**config.mk**
```make
export PLATFORM = sky130hd
export DESIGN_NAME = pixel_streamer
export DESIGN_NICKNAME = d
export VERILOG_FILES = /design/src/rtl/pixel_streamer_pkg.sv /design/src/rtl/pixel_streamer_fifo.sv /design/src/rtl/pixel_streamer.sv
export SDC_FILE = /design/constraint.sdc
export NUM_CORES = 1
export LEC_CHECK = 0
export CORE_ASPECT_RATIO = 0.8
export CORE_MARGIN = 1.5
export CORE_UTILIZATION = 59
export CTS_CLUSTER_SIZE = 16
export DETAILED_ROUTE_END_ITERATION = 6
export GPL_TIMING_DRIVEN = 0
export PLACE_DENSITY_LB_ADDON = 0.15
export SETUP_SLACK_MARGIN = 0.4
export SLEW_MARGIN = 40
export SYNTH_ARGS = -nofsm -noshare
export SYNTH_HDL_FRONTEND = slang
export SYNTH_SLANG_ARGS = --single-unit
export TNS_END_PERCENT = 100
```
**constraint.sdc**
```tcl
create_clock -name clk -period 2.52 [get_ports clk]
set_input_delay 0.252 -clock clk [delete_from_list [all_inputs] [get_ports clk]]
set_output_delay 0.252 -clock clk [all_outputs]
set_load 0.02 [all_outputs]
```
**src/rtl/pixel_streamer_pkg.sv**
```systemverilog
// Shared definitions for the pixel streamer: FSM state codes, frame size
// defaults and the layout of one output FIFO entry {eof, sof, data}.
package pixel_streamer_pkg;

    // FSM state codes
    localparam logic [2:0] ST_IDLE      = 3'd0;
    localparam logic [2:0] ST_DRAIN     = 3'd1;
    localparam logic [2:0] ST_RUN       = 3'd2;
    localparam logic [2:0] ST_WAIT_BUSY = 3'd3;
    localparam logic [2:0] ST_WAIT_DONE = 3'd4;
    localparam logic [2:0] ST_FLUSH     = 3'd5;

    // Default frame geometry and the resulting pixel count
    localparam int DEF_WIDTH   = 320;
    localparam int DEF_HEIGHT  = 240;
    localparam int PIXEL_COUNT = DEF_WIDTH * DEF_HEIGHT;

    // FIFO entry field widths: {eof, sof, data[7:0]}
    localparam int PIX_BITS   = 4;
    localparam int DATA_BITS  = 2 * PIX_BITS;
    localparam int ENTRY_BITS = DATA_BITS + 2;

    // Pixel count for an arbitrary frame geometry
    function automatic int pixel_count(input int w, input int h);
        return w * h;
    endfunction

    // Assemble one FIFO entry from its fields
    function automatic logic [ENTRY_BITS-1:0] pack_entry(
        input logic                 eof,
        input logic                 sof,
        input logic [DATA_BITS-1:0] data
    );
        return {eof, sof, data};
    endfunction

endpackage

```
**src/rtl/pixel_streamer_fifo.sv**
```systemverilog
// Registered first-word-fall-through FIFO. The head entry is presented
// combinationally from the storage registers while occupancy is non-zero,
// and outputs read as zero when empty.
module pixel_fifo #(
    parameter int WIDTH_BITS = 10,
    parameter int DEPTH      = 4
) (
    input  logic                         clk,
    input  logic                         reset,
    input  logic                         push_i,
    input  logic [WIDTH_BITS-1:0]        push_data_i,
    input  logic                         pop_i,
    output logic [WIDTH_BITS-1:0]        pop_data_o,
    output logic                         valid_o,
    output logic [$clog2(DEPTH):0]       count_o
);

    localparam int AW = $clog2(DEPTH);
    localparam int CW = AW + 1;

    logic [WIDTH_BITS-1:0] mem_q [DEPTH];
    logic [AW-1:0]         wr_ptr_q;
    logic [AW-1:0]         rd_ptr_q;
    logic [CW-1:0]         count_q;
    logic                  full_s;
    logic                  empty_s;
    logic                  wr_en_s;
    logic                  rd_en_s;

    assign full_s  = (count_q == CW'(DEPTH));
    assign empty_s = (count_q == {CW{1'b0}});
    assign wr_en_s = push_i && !full_s;
    assign rd_en_s = pop_i && !empty_s;

    // Storage, pointers and occupancy; push+pop together keeps occupancy
    always_ff @(posedge clk) begin
        if (reset) begin
            for (int i = 0; i < DEPTH; i++) begin
                mem_q[i] <= {WIDTH_BITS{1'b0}};
            end
            wr_ptr_q <= {AW{1'b0}};
            rd_ptr_q <= {AW{1'b0}};
            count_q  <= {CW{1'b0}};
        end else begin
            if (wr_en_s) begin
                mem_q[wr_ptr_q] <= push_data_i;
                wr_ptr_q        <= wr_ptr_q + AW'(1);
            end
            if (rd_en_s) begin
                rd_ptr_q <= rd_ptr_q + AW'(1);
            end
            case ({wr_en_s, rd_en_s})
                2'b10:   count_q <= count_q + CW'(1);
                2'b01:   count_q <= count_q - CW'(1);
                default: count_q <= count_q;
            endcase
        end
    end

    assign valid_o    = !empty_s;
    assign pop_data_o = empty_s ? {WIDTH_BITS{1'b0}} : mem_q[rd_ptr_q];
    assign count_o    = count_q;

endmodule

```
**src/rtl/pixel_streamer.sv**
```systemverilog
// Pixel streamer: sequences a Mandelbrot engine one pixel at a time, packs
// pixel pairs into bytes (even pixel low nibble) and streams them through a
// small FIFO with sof/eof framing. Engine runs are throttled on FIFO space so
// a push can never hit a full FIFO.
module pixel_streamer
    import pixel_streamer_pkg::*;
#(
    parameter int WIDTH      = 320,
    parameter int HEIGHT     = 240,
    parameter int FIFO_DEPTH = 4
) (
    input  logic        clk,
    input  logic        reset,
    input  logic        start,
    output logic        busy,
    output logic        frame_done,
    output logic        frame_err,
    output logic        eng_run,
    input  logic        eng_running,
    input  logic [3:0]  eng_ctr,
    input  logic        eng_finished,
    output logic [7:0]  out_data,
    output logic        out_sof,
    output logic        out_eof,
    output logic        out_valid,
    input  logic        out_ready
);

    localparam int PIX_TOTAL = pixel_count(WIDTH, HEIGHT);
    localparam int CNT_W     = (PIX_TOTAL > 2) ? $clog2(PIX_TOTAL) : 1;
    localparam int OCC_W     = $clog2(FIFO_DEPTH) + 1;
    localparam logic [CNT_W-1:0] LAST_IDX = CNT_W'(PIX_TOTAL - 1);

    logic [2:0]            state_q, state_d;
    logic                  busy_q, busy_d;
    logic                  done_q, done_d;
    logic                  err_q, err_d;
    logic [CNT_W-1:0]      cnt_q, cnt_d;
    logic [PIX_BITS-1:0]   nib_q, nib_d;

    logic                  push_s;
    logic [ENTRY_BITS-1:0] push_data_s;
    logic                  pop_s;
    logic [ENTRY_BITS-1:0] head_s;
    logic                  fifo_valid_s;
    logic [OCC_W-1:0]      fifo_count_s;
    logic                  run_ok_s;
    logic                  is_last_s;

    assign run_ok_s  = (fifo_count_s < OCC_W'(FIFO_DEPTH));
    assign is_last_s = (cnt_q == LAST_IDX);
    assign pop_s     = fifo_valid_s && out_ready;

    // Next-state logic: frame sequencing, pixel capture and byte packing
    always_comb begin
        state_d     = state_q;
        busy_d      = busy_q;
        done_d      = 1'b0;
        err_d       = err_q;
        cnt_d       = cnt_q;
        nib_d       = nib_q;
        push_s      = 1'b0;
        push_data_s = {ENTRY_BITS{1'b0}};
        case (state_q)
            ST_IDLE: begin
                if (start) begin
                    state_d = ST_DRAIN;
                    busy_d  = 1'b1;
                    err_d   = 1'b0;
                    cnt_d   = {CNT_W{1'b0}};
                    nib_d   = {PIX_BITS{1'b0}};
                end else begin
                    state_d = ST_IDLE;
                end
            end
            ST_DRAIN: begin
                // Let any pixel left over from an earlier reset complete
                if (!eng_running) begin
                    state_d = ST_RUN;
                end else begin
                    state_d = ST_DRAIN;
                end
            end
            ST_RUN: begin
                if (run_ok_s) begin
                    state_d = ST_WAIT_BUSY;
                end else begin
                    state_d = ST_RUN;
                end
            end
            ST_WAIT_BUSY: begin
                if (eng_running) begin
                    state_d = ST_WAIT_DONE;
                end else begin
                    state_d = ST_WAIT_BUSY;
                end
            end
            ST_WAIT_DONE: begin
                if (!eng_running) begin
                    cnt_d = cnt_q + CNT_W'(1);
                    if (!cnt_q[0]) begin
                        nib_d = eng_ctr;
                    end else begin
                        push_s      = 1'b1;
                        push_data_s = pack_entry(is_last_s,
                                                 cnt_q == CNT_W'(1),
                                                 {eng_ctr, nib_q});
                    end
                    // Engine's own end-of-frame flag must agree with our count
                    if (eng_finished != is_last_s) begin
                        err_d = 1'b1;
                    end else begin
                        err_d = err_q;
                    end
                    state_d = is_last_s ? ST_FLUSH : ST_RUN;
                end else begin
                    state_d = ST_WAIT_DONE;
                end
            end
            ST_FLUSH: begin
                if (pop_s && head_s[ENTRY_BITS-1]) begin
                    state_d = ST_IDLE;
                    busy_d  = 1'b0;
                    done_d  = 1'b1;
                end else begin
                    state_d = ST_FLUSH;
                end
            end
            default: begin
                state_d = ST_IDLE;
                busy_d  = 1'b0;
            end
        endcase
    end

    // State and control registers
    always_ff @(posedge clk) begin
        if (reset) begin
            state_q <= ST_IDLE;
            busy_q  <= 1'b0;
            done_q  <= 1'b0;
            err_q   <= 1'b0;
            cnt_q   <= {CNT_W{1'b0}};
            nib_q   <= {PIX_BITS{1'b0}};
        end else begin
            state_q <= state_d;
            busy_q  <= busy_d;
            done_q  <= done_d;
            err_q   <= err_d;
            cnt_q   <= cnt_d;
            nib_q   <= nib_d;
        end
    end

    pixel_fifo #(
        .WIDTH_BITS (ENTRY_BITS),
        .DEPTH      (FIFO_DEPTH)
    ) u_fifo (
        .clk         (clk),
        .reset       (reset),
        .push_i      (push_s),
        .push_data_i (push_data_s),
        .pop_i       (pop_s),
        .pop_data_o  (head_s),
        .valid_o     (fifo_valid_s),
        .count_o     (fifo_count_s)
    );

    // Run is driven straight from state so the engine restarts with minimal gap
    assign eng_run    = (state_q == ST_RUN) && run_ok_s;
    assign busy       = busy_q;
    assign frame_done = done_q;
    assign frame_err  = err_q;
    assign out_valid  = fifo_valid_s;
    assign out_data   = head_s[DATA_BITS-1:0];
    assign out_sof    = head_s[DATA_BITS];
    assign out_eof    = head_s[DATA_BITS+1];

endmodule

```
==> flow_summary_export.csv <==
group,metric,value,unit
worst_setup_path,worst-r2r-cell-count,8,
timing,max_slew_margin,48.83,%
global_route,grt_max_degree,14,
power,ir_worst_vdd,0.0003816,V
placed_design,dp_cells,432,
worst_setup_path,r2r-start,"u_fifo.count_o[1]",
die,die_area,6701,um^2
detailed_routing,dr.pass1.iters,4,
logic_synthesis,yosysMostFrequentCell,"edfxtp_1",
clock_network,cts_buffer_depth,2,
clock_network,clk_pin_slew,0.08,ns
timing,layout_min_cycle_time,2.109,ns
detailed_routing,routed_wl,8081,um
timing,fin_crit_sh,83.67,%
clock_network,cts_max_level,3,
logic_synthesis,synth_cells,329,
worst_setup_path,r2r_setup_slack,0.41,ns
power,power-per-cell-area,558.6,nW/um^2
detailed_routing,post_drt_wl_per_cell,17.57,um
logic_synthesis,synth_area_leaders,"edfxtp_1 33%, dfxtp_1 20%, and2_1 6.1%",
hold_path,min-delay-start,"eng_running",
logic_synthesis,yosys_warnings,0,
power,leakage,1.553,nW
worst_setup_path,crit_type,"flop to flop",
placed_design,routabilityCongestion,0.8232,
timing,finalSetupViolCount,0,
worst_setup_path,critPathCaptureType,"flop",
timing,clock_skew,0.007290,ns
detailed_routing,postRouteAntennaNets,0,
worst_setup_path,critPathLaunchType,"flop",
die,start_util,61.71,%
timing,slew_viol_final,0,
clock_network,postCtsHoldBufs,0,
layout,fin_nets,388,
detailed_routing,via_per_inst,5.870,
logic_synthesis,synth.top_cell.area_share,32.75,%
global_route,antenna_found_initial,0,
timing,rsz0062_at_grt,"yes",
placed_design,hpwl,5299,um
logic_synthesis,syn-num-nets,343,
layout,layout-drive-gt1-share,20.05,%
global_route,grt_pass1_wl,12940,um
timing,worst_slew_pin_slew,0.7596,ns
worst_setup_path,critPathLaunch,"u_fifo.count_o[1]",
die,die_h,73.52,um
timing,clock.fmax,0.4743,GHz
worst_setup_path,r2r_end,"u_fifo.count_o[2]",
worst_setup_path,crit_fanout,5,
hold_path,hold-path-cell-count,3,
logic_synthesis,synth-async-reset-ratio,0,%
timing,hold_viol,0,
logic_synthesis,synth_edf_count,40,
hold_path,min_to,"state_q[2]",
detailed_routing,route.detailed.drc,0,
global_route,grt-ovfl-total,0,
clock_network,root_buffer,"clkbuf_8",
layout,stdcell_area,4375,um^2
layout,area_delta_synth_final,19.31,%
detailed_routing,dr.first_iter.drc_count,234,
clock_network,cts_tree,"yes",
die,rows,25,
clock_network,cts.sinks,76,
logic_synthesis,ys_seq_area_share,52.41,%
outcome,outcome,"complete, no violations",
logic_synthesis,netlist_area,3667,um^2
placed_design,io_buffers,22,
clock_network,clock_latency,0.35,ns
layout,nFillCells,404,
logic_synthesis,synth-seq-cells,76,
layout,antenna_cells,0,
detailed_routing,num_vias,2700,
worst_setup_path,crit_arrival,2.38,ns
logic_synthesis,synthTopCellsByCount,"40 x edfxtp_1, 36 x and2_1, 36 x dfxtp_1, 21 x nor2_1, 17 x a21oi_1",
logic_synthesis,yosysTopAreaCell,"edfxtp_1",
logic_synthesis,syn_avg_cell_area,11.15,um^2
die,io_pins,25,
layout,layoutNonFillerInstCount,460,
die,core_area,5943,um^2
layout,finalCoreUtilization,73.62,%
timing,fin_setup_tns,0,ns
timing,timing.hold.ws,0.3022,ns
logic_synthesis,ys_types,53,
placed_design,postPlaceCellArea,4006,um^2
clock_network,cts_buffers,9,
die,die_w,91.15,um
global_route,grtUsageTotal,26.06,%
logic_synthesis,synth_top_flop_cell,"edfxtp_1",
job,cap_violations,0,
worst_setup_path,cp.required,2.80,ns
hold_path,min-delay-path-class,"input pin to flop",
global_route,grt_pass1_vias,2573,
-- worst max-delay path: stages, from the launching register on --
cell	delay (ns)
dfxtp_2	0.35
or3b_4	0.42
nand3_4	0.11
ha_4	0.14
inv_1	0.05
fa_2	0.34
xor2_1	0.16
or3_1	0.33
a21oi_1	0.13
-- placed cells by master (no fill, tap or decap), types with 3 or more instances in the layout --
| cell type | instances |
|---|---|
| edfxtp_1 | 40 |
| and2_1 | 36 |
| dfxtp_1 | 32 |
| nor2_1 | 20 |
| a21oi_1 | 17 |
| nor2b_1 | 15 |
| o21ai_0 | 12 |
| nand2_1 | 12 |
| buf_4 | 11 |
| clkdlybuf4s50_1 | 11 |
| mux4_2 | 10 |
| clkbuf_1 | 10 |
| inv_1 | 9 |
| or3_1 | 9 |
| clkbuf_8 | 9 |
| nor4_1 | 7 |
| dlygate4sd2_1 | 7 |
| buf_2 | 6 |
| nor3_1 | 5 |
| nand4_1 | 5 |
| xnor2_1 | 5 |
| xor2_1 | 5 |
| a22oi_1 | 4 |
| o2111ai_1 | 4 |
| nand3_1 | 4 |
| clkbuf_2 | 3 |
| buf_6 | 3 |
| or2_2 | 3 |
| nand2b_1 | 3 |
| a31oi_1 | 3 |
| or4_1 | 3 |
-- stage by stage --
step	total power, W	worst slack, ns
after CTS	0.002453	0.2819
after detailed placement	0.001575	0.1485
after global placement	0.001568	-0.1586
after global routing	0.002532	0.3523
after floorplan	0.001507	0.4248
final	0.002444	0.4114
-- cell families (layout without fill, tap and decap cells) --
family	count (synthesis)	in the layout	synth area share, %
AO/OA/AOI/OAI	54	54	9.553
XOR/XNOR	10	10	2.388
adder cells (fa/ha/maj)	4	4	1.570
buffers and inverters	28	77	3.309
flip-flops	76	76	52.41
multiplexers	11	11	6.414
AND/OR/NAND/NOR	146	147	24.36
-- layout make-up --
class,count,area [um^2],area share [%]
Sequential cell,76,1932,44.15
Clock inverter,5,53.80,1.230
Multi-Input combinational cell,226,1718,39.26
Tap cell,81,101.3,2.316
Timing Repair Buffer,33,294.0,6.720
Buffer,19,111.4,2.545
Clock buffer,11,131.4,3.003
Inverter,9,33.78,0.7721
-- worst max-delay path by stage --
stage,to,slack [ns]
finish,u_fifo.count_o[2],0.41
global route,u_fifo.count_o[2],0.35
CTS,out_data[3],0.28
detailed placement,u_fifo.mem_q[2][6],0.15
global placement,u_fifo.mem_q[2][6],-0.16
floorplan,u_fifo.count_o[2],0.42
-- state kept, by name (all words and copies together) (netlist names), named ones only --
| register | flops |
|---|---|
| busy | 1 |
| u_fifo.mem_q | 40 |
| frame_err | 1 |
| cnt_q | 17 |
| u_fifo.wr_ptr_q | 2 |
| state_q | 3 |
| frame_done | 1 |
| u_fifo.count_o | 3 |
| nib_q | 4 |
| u_fifo.rd_ptr_q | 2 |
-- what timing repair did --
item / 4_1_cts / 5_1_grt
cloned: 0 / 1
pin swaps: 1 / 5
buffers inserted: 6 / 5
gates resized for setup: 34 / 24
setup endpoints to repair: 33 / 59
-- power breakdown --
group	internal, W	leakage (nW)	switching [W]	total (W)
Clock	0.000453	0.0886	0.000439	0.000892
Combinational	0.0000866	0.760	0.000124	0.000210
Sequential	0.00133	0.704	0.0000129	0.00134
Total	0.00187	1.55	0.000575	0.00244
-- metal layers --
layer | track usage [%] | share of wire, % | vias to the layer above
li1 | - | - | 1295
met5 | 0 | 0 | -
met3 | 6.315 | 5.7 | 8
met2 | 41.46 | 49 | 68
met1 | 35.51 | 44 | 1329
met4 | 8.854 | 1.3 | 0
No activity file was read; power rests on OpenSTA's default activity.
